$ cat src/rtl/joypad_poll_controller.sv
// joypad_poll_controller
// Scheduled poller for a SNES-style serial joypad. It periodically latches the pad,
// clocks out 16 active-low button bits, debounces each button across several polls,
// and presents held levels, one-cycle press ticks and a one-cycle valid pulse.
// Optional build macro: JOYPAD_AUTOREPEAT_EN adds per-button auto-repeat ticks.

`timescale 1ns/1ps

module joypad_poll_controller #(
    parameter int POLL_INTERVAL = 833333,
    parameter int LATCH_CYCLES  = 600,
    parameter int HALF_PERIOD   = 300,
    parameter int STABLE_POLLS  = 3,
    parameter int REPEAT_DELAY  = 30,
    parameter int REPEAT_RATE   = 6
) (
    input  logic        clock,
    input  logic        reset,
    input  logic        pad_data,
    output logic        pad_latch,
    output logic        pad_clk,
    output logic [15:0] outButtons,
    output logic [15:0] outButtons_tick,
    output logic        outValid
);

    localparam int TIMER_W = $clog2(POLL_INTERVAL);
    localparam int PHASE_MAX = (LATCH_CYCLES > HALF_PERIOD) ? LATCH_CYCLES : HALF_PERIOD;
    localparam int PHASE_W = $clog2(PHASE_MAX + 1);
    localparam int STAB_W = $clog2(STABLE_POLLS + 1);

    localparam logic [TIMER_W-1:0] TIMER_RELOAD = TIMER_W'(POLL_INTERVAL - 1);
    localparam logic [PHASE_W-1:0] LATCH_LAST   = PHASE_W'(LATCH_CYCLES - 1);
    localparam logic [PHASE_W-1:0] HALF_LAST    = PHASE_W'(HALF_PERIOD - 1);
    localparam logic [STAB_W-1:0]  STAB_LAST    = STAB_W'(STABLE_POLLS - 1);

    typedef enum logic [2:0] {
        IDLE,
        LATCH,
        WAIT_HIGH,
        SAMPLE,
        CLK_LOW,
        DONE
    } state_t;

    state_t                     state;
    state_t                     next_state;
    logic [TIMER_W-1:0]         poll_timer;
    logic [PHASE_W-1:0]         phase_cnt;
    logic [3:0]                 bit_index;
    logic [15:0]                shift_reg;
    logic [15:0][STAB_W-1:0]    stab;
    logic [15:0][STAB_W-1:0]    next_stab;
    logic [15:0]                next_buttons;
    logic [15:0]                press_mask;
    logic [15:0]                repeat_mask;
    logic                       poll_start;

    assign poll_start = (state == IDLE) && (poll_timer == '0);

    // State register; reset abandons any frame in progress.
    always_ff @(posedge clock) begin
        if (reset) begin
            state <= IDLE;
        end else begin
            state <= next_state;
        end
    end

    // Next-state sequencing of latch, sixteen high/sample phases and fifteen low phases.
    always_comb begin
        next_state = state;
        case (state)
            IDLE:      if (poll_start) next_state = LATCH;
            LATCH:     if (phase_cnt == LATCH_LAST) next_state = WAIT_HIGH;
            WAIT_HIGH: if (phase_cnt == HALF_LAST) next_state = SAMPLE;
            SAMPLE:    next_state = (bit_index == 4'd15) ? DONE : CLK_LOW;
            CLK_LOW:   if (phase_cnt == HALF_LAST) next_state = WAIT_HIGH;
            DONE:      next_state = IDLE;
            default:   next_state = IDLE;
        endcase
    end

    // Pad pins decoded from state: latch only in LATCH, clock low only in CLK_LOW.
    always_comb begin
        pad_latch = (state == LATCH);
        pad_clk   = (state != CLK_LOW);
    end

    // Poll timer runs continuously and is reloaded when a poll is launched.
    always_ff @(posedge clock) begin
        if (reset) begin
            poll_timer <= '0;
        end else if (poll_start) begin
            poll_timer <= TIMER_RELOAD;
        end else if (poll_timer != '0) begin
            poll_timer <= poll_timer - TIMER_W'(1);
        end
    end

    // Phase counter times the latch and half-period states, restarting on every state change.
    always_ff @(posedge clock) begin
        if (reset) begin
            phase_cnt <= '0;
        end else if (next_state != state) begin
            phase_cnt <= '0;
        end else if (state == LATCH || state == WAIT_HIGH || state == CLK_LOW) begin
            phase_cnt <= phase_cnt + PHASE_W'(1);
        end
    end

    // Serial capture: each SAMPLE stores the inverted pad bit at the current index.
    always_ff @(posedge clock) begin
        if (reset) begin
            bit_index <= '0;
            shift_reg <= '0;
        end else if (poll_start) begin
            bit_index <= '0;
        end else if (state == SAMPLE) begin
            shift_reg[bit_index] <= ~pad_data;
            if (bit_index != 4'd15) begin
                bit_index <= bit_index + 4'd1;
            end
        end
    end

    // Debounce: a button flips only after STABLE_POLLS consecutive polls disagree with it.
    always_comb begin
        next_buttons = outButtons;
        next_stab    = '0;
        for (int i = 0; i < 16; i++) begin
            if (shift_reg[i] != outButtons[i]) begin
                if (stab[i] == STAB_LAST) begin
                    next_buttons[i] = ~outButtons[i];
                end else begin
                    next_stab[i] = stab[i] + STAB_W'(1);
                end
            end
        end
        press_mask = next_buttons & ~outButtons;
    end

`ifdef JOYPAD_AUTOREPEAT_EN
    localparam logic [7:0] REP_DELAY = 8'(REPEAT_DELAY);
    localparam logic [7:0] REP_RATE  = 8'(REPEAT_RATE);

    logic [15:0][7:0] held_cnt;
    logic [15:0][7:0] next_held;

    // Held-poll counting and repeat tick selection for buttons pressed on consecutive polls.
    always_comb begin
        next_held   = held_cnt;
        repeat_mask = '0;
        for (int i = 0; i < 16; i++) begin
            if (!next_buttons[i]) begin
                next_held[i] = '0;
            end else if (outButtons[i] && held_cnt[i] != 8'hFF) begin
                next_held[i] = held_cnt[i] + 8'd1;
                if (next_held[i] >= REP_DELAY &&
                    ((next_held[i] - REP_DELAY) % REP_RATE) == 8'd0) begin
                    repeat_mask[i] = 1'b1;
                end
            end
        end
    end

    // Held counters advance once per completed poll.
    always_ff @(posedge clock) begin
        if (reset) begin
            held_cnt <= '0;
        end else if (state == DONE) begin
            held_cnt <= next_held;
        end
    end
`else
    logic unused_repeat_cfg;
    assign unused_repeat_cfg = ^{REPEAT_DELAY, REPEAT_RATE};
    assign repeat_mask = '0;
`endif

    // Registered outputs commit on leaving DONE; tick and valid last exactly one cycle.
    always_ff @(posedge clock) begin
        if (reset) begin
            outButtons      <= '0;
            outButtons_tick <= '0;
            outValid        <= 1'b0;
            stab            <= '0;
        end else begin
            outValid        <= (state == DONE);
            outButtons_tick <= '0;
            if (state == DONE) begin
                outButtons      <= next_buttons;
                outButtons_tick <= press_mask | repeat_mask;
                stab            <= next_stab;
            end
        end
    end

endmodule
$ cat config.mk
export PLATFORM = sky130hd
export DESIGN_NAME = joypad_poll_controller
export DESIGN_NICKNAME = d
export VERILOG_FILES = /design/src/rtl/joypad_poll_controller.sv
export SDC_FILE = /design/constraint.sdc
export NUM_CORES = 1
export LEC_CHECK = 0
export CAP_MARGIN = 20
export CORE_MARGIN = 1
export CORE_UTILIZATION = 40
export CTS_CLUSTER_SIZE = 14
export DETAILED_ROUTE_END_ITERATION = 16
export GPL_TIMING_DRIVEN = 0
export HOLD_SLACK_MARGIN = 0.08
export SLEW_MARGIN = 20
export SYNTH_ARGS = -nofsm -noshare
export SYNTH_HDL_FRONTEND = slang
export SYNTH_SLANG_ARGS = --single-unit
$ cat constraint.sdc
create_clock -name clock -period 2.2 [get_ports clock]
set_input_delay 0.33 -clock clock [delete_from_list [all_inputs] [get_ports clock]]
set_output_delay 0.33 -clock clock [all_outputs]
set_load 0.03 [all_outputs]
==> summary.md <==
| Metric | Value |
|---|---|
| Status | `complete, but fails checks` |
| Failing checks | `design-rule violations` |
| Full die area | `13330 um^2` |
| Largest delay share family, worst path | `buffers and inverters` |
| FF/Latch Area | `2362 um^2` |
| Core Region | `12570 um^2` |
| Setup TNS | `0 ns` |
| Worst EP required | `1.87 ns` |
| Slew of the pin with the lowest slew margin | `0.6740 ns` |
| Resized cells post-CTS | `3` |
| Fmax | `0.4827 GHz` |
| Via count of the routed design | `4263` |
| Global-route usage over all layers | `0.1838` |
| Gpl congestion | `0.8577` |
| Max-Cap Viols | `0` |
| Cells on Worst Hold Path | `2` |
| Final WL | `11300 um` |
| CTS Hold Bufs | `0` |
| Post-Layout Inst Area | `6316 um^2` |
| Placed cells | `797` |
| Sequential element share of the synthesized area | `0.4589` |
| Synthesized area per cell | `8.724 um^2` |
| Post-DP HPWL | `7962 um` |
| Max Buffers Root-to-Sink | `2` |
| Initial antenna violation count | `0` |
| First-pass GRT wire length | `18850 um` |
| # fillers | `1215` |
| Post-route antenna net violation count | `0` |
| Crit Path Category | `flop to output pin` |
| Ys async rst share | `0` |
| Largest net degree at the start of global routing | `17` |
| Final setup fails | `0` |
| TritonRoute pass-1 iters | `10` |
| Post-synth EDFFs | `0` |
| Final std cells w/o fill | `828` |
| Pint | `4.684 mW` |
| Top reg by flops | `stab` |
| Multi-input combinational cell area | `2579 um^2` |
| Final Net Count | `652` |
| Hold Path Class | `input port to flop` |
| Syn nets | `599` |
| Diode count | `0` |
| TritonCTS Sinks | `118` |
| Yosys cell types | `52` |
| Reg power frac | `0.371` |
| Yosys reg bits | `118` |
| Hold EP | `shift_reg[4]` |
| Yosys warning count | `0` |
| Global route overflow | `0` |
| Port Buffers | `35` |
| DRT iter0 DRCs | `197` |
| Post-CTS setup buffers | `0` |
| Final Core Density | `0.5025` |
| Reg2reg start | `state[0]` |
| Combinational group share of total power | `0.234` |
| CTS H-tree lvls | `4` |
| Net Sw Frac | `0.3172` |
| Pleak | `2.047 nW` |
| Clock Latency Late Sink | `0.41 ns` |
| Final worst path period share | `0.9417` |
| Clock-pin slew on the worst setup and hold paths | `0.06 ns` |
| Slew Viols, Final | `0` |
| R2R setup slack | `0.13 ns` |
| Fin Clk Skew | `0.007850 ns` |
| Max reg flops | `32` |
| Initial core utilization | `0.4096` |
| Reg2reg path depth | `6` |
| Die Wd | `115.4 um` |
| Layout area overhead | `22.70%` |
| RR Endpoint | `stab[5]` |
| # IOs | `38` |
| Area after DPL | `5713 um^2` |
| Relative slew slack | `0.5507` |
| Die Height | `115.4 um` |
| CP max stage cell | `dlygate4sd2_1` |
| CP peak stage delay | `0.36 ns` |
| Worst Path Max Fanout | `10` |
| CP arrival | `1.74 ns` |
| Core Rows | `41` |
| Mapped cell area | `5147 um^2` |
| CP bufs+invs | `3` |
| Ys flop type | `dfxtp_1` |
| Share of post-route cells with drive strength above 1 | `0.08689` |
| Inserted Clock Buffers | `17` |
| CTS tree | `built` |
| Syn Inst Count | `590` |
| Critical path launch point type | `flop` |
| Post-place setup slack | `0.04859 ns` |
| Final Hold Violating Endpoints | `0` |
| Root Buffer | `clkbuf_16` |
| Clk network pwr share | `0.394` |
| Worst-path cell chain | `buf_2 -> nor3b_2 -> inv_1 -> dlygate4sd2_1` |
| Worst Hold Launch | `pad_data` |
| WL per Instance | `13.64 um` |
| Setup crit end kind | `output pin` |
| Final Critical Period | `2.072 ns` |
| Net switching power | `2.176 mW` |
| Remaining DRCs | `2` |
| Post-DR vias/cell | `5.149` |
| Pwr dens | `1086 nW/um^2` |
| Min setup slack post-route | `0.1282 ns` |
| Vias in the first global route | `4035` |
| Regs by FF count | `stab: 32 flops, poll_timer: 20 flops` |
| Max IR drop VDD | `0.0009142 V` |
## cell usage in the layout (no fill, tap or decap), types with 7 or more instances in the layout
master           instances
nor2_1                  93
clkbuf_16               17
dfxtp_1                118
xnor2_1                 26
nand2_1                 21
nor4_1                  19
a211oi_1                21
a22oi_1                 16
nand3_1                  9
inv_1                   24
nand2b_1                20
clkbuf_1                23
or3_1                   21
a21oi_1                 32
nor3_1                  32
mux2i_1                 19
nand4_1                  7
clkdlybuf4s50_1         33
o21ai_0                 21
## cell families after synthesis
logic type               Yosys count  synth area share
XOR/XNOR                          32           0.05445
AND/OR/NAND/NOR                  254            0.2632
adder cells (fa/ha/maj)            6           0.01458
AO/OA/AOI/OAI                    105            0.1291
buffers and inverters             56           0.04278
flip-flops                       118            0.4589
multiplexers                      19           0.03695
## Yosys cell counts (3+ instances only)
master	count	area share
a211oi_1	21	0.031
a21oi_1	32	0.031
a22oi_1	16	0.023
a311oi_1	3	0.0051
and2_1	3	0.0036
buf_2	8	0.0078
clkbuf_1	24	0.018
dfxtp_1	118	0.46
ha_1	6	0.015
inv_1	24	0.018
mux2i_1	19	0.037
nand2_1	21	0.015
nand2b_1	20	0.024
nand3_1	9	0.0087
nand4_1	7	0.0085
nor2_1	93	0.068
nor2b_1	3	0.0036
nor3_1	32	0.031
nor4_1	19	0.023
nor4_4	3	0.012
o21ai_0	21	0.020
or3_1	21	0.026
xnor2_1	26	0.044
xor2_1	6	0.010
## final cells by class
class | instances | area share
Buffer | 31 | 0.02080
Clock buffer | 18 | 0.06953
Multi-Input combinational cell | 416 | 0.4083
Sequential cell | 118 | 0.3740
Clock inverter | 14 | 0.02397
Tap cell | 172 | 0.03407
Timing Repair Buffer | 35 | 0.05507
Inverter | 24 | 0.01426
## per-stage QoR
stage                     power, mW  hold slack (ns)
final                         6.860           0.3128
after CTS                     6.921           0.3024
after detailed placement      4.186           0.4886
after global routing          7.224           0.3252
after global placement        4.148           0.4770
after floorplan               3.871           0.4572
## worst max-delay path by stage
stage,startpoint,endpoint,slack (ns),depth (start not counted)
6_report,state[2],pad_clk,0.13,4
5_1_grt,state[0],stab[5],-0.005,6
4_1_cts,state[0],outButtons_tick[14],0.02,6
3_5_place_dp,state[0],outButtons_tick[14],0.05,6
3_3_place_gp,state[0],outButtons_tick[15],0.09,6
2_1_floorplan,poll_timer[11],poll_timer[13],0.49,5
## power by group through the flow
stage,sequential [mW],combinational [mW],clock [mW]
finish,2.55,1.61,2.71
global route,2.58,1.79,2.86
CTS,2.54,1.60,2.77
detailed placement,2.59,1.60,0
global placement,2.57,1.57,0
floorplan,2.54,1.33,0
## layer usage
metal  GRT usage  share of wire
met5           0              0
met4     0.09784          0.022
met3     0.04289          0.033
met2      0.3014           0.48
met1      0.2244           0.46
Note: power is estimated with default switching activity, not from simulation.
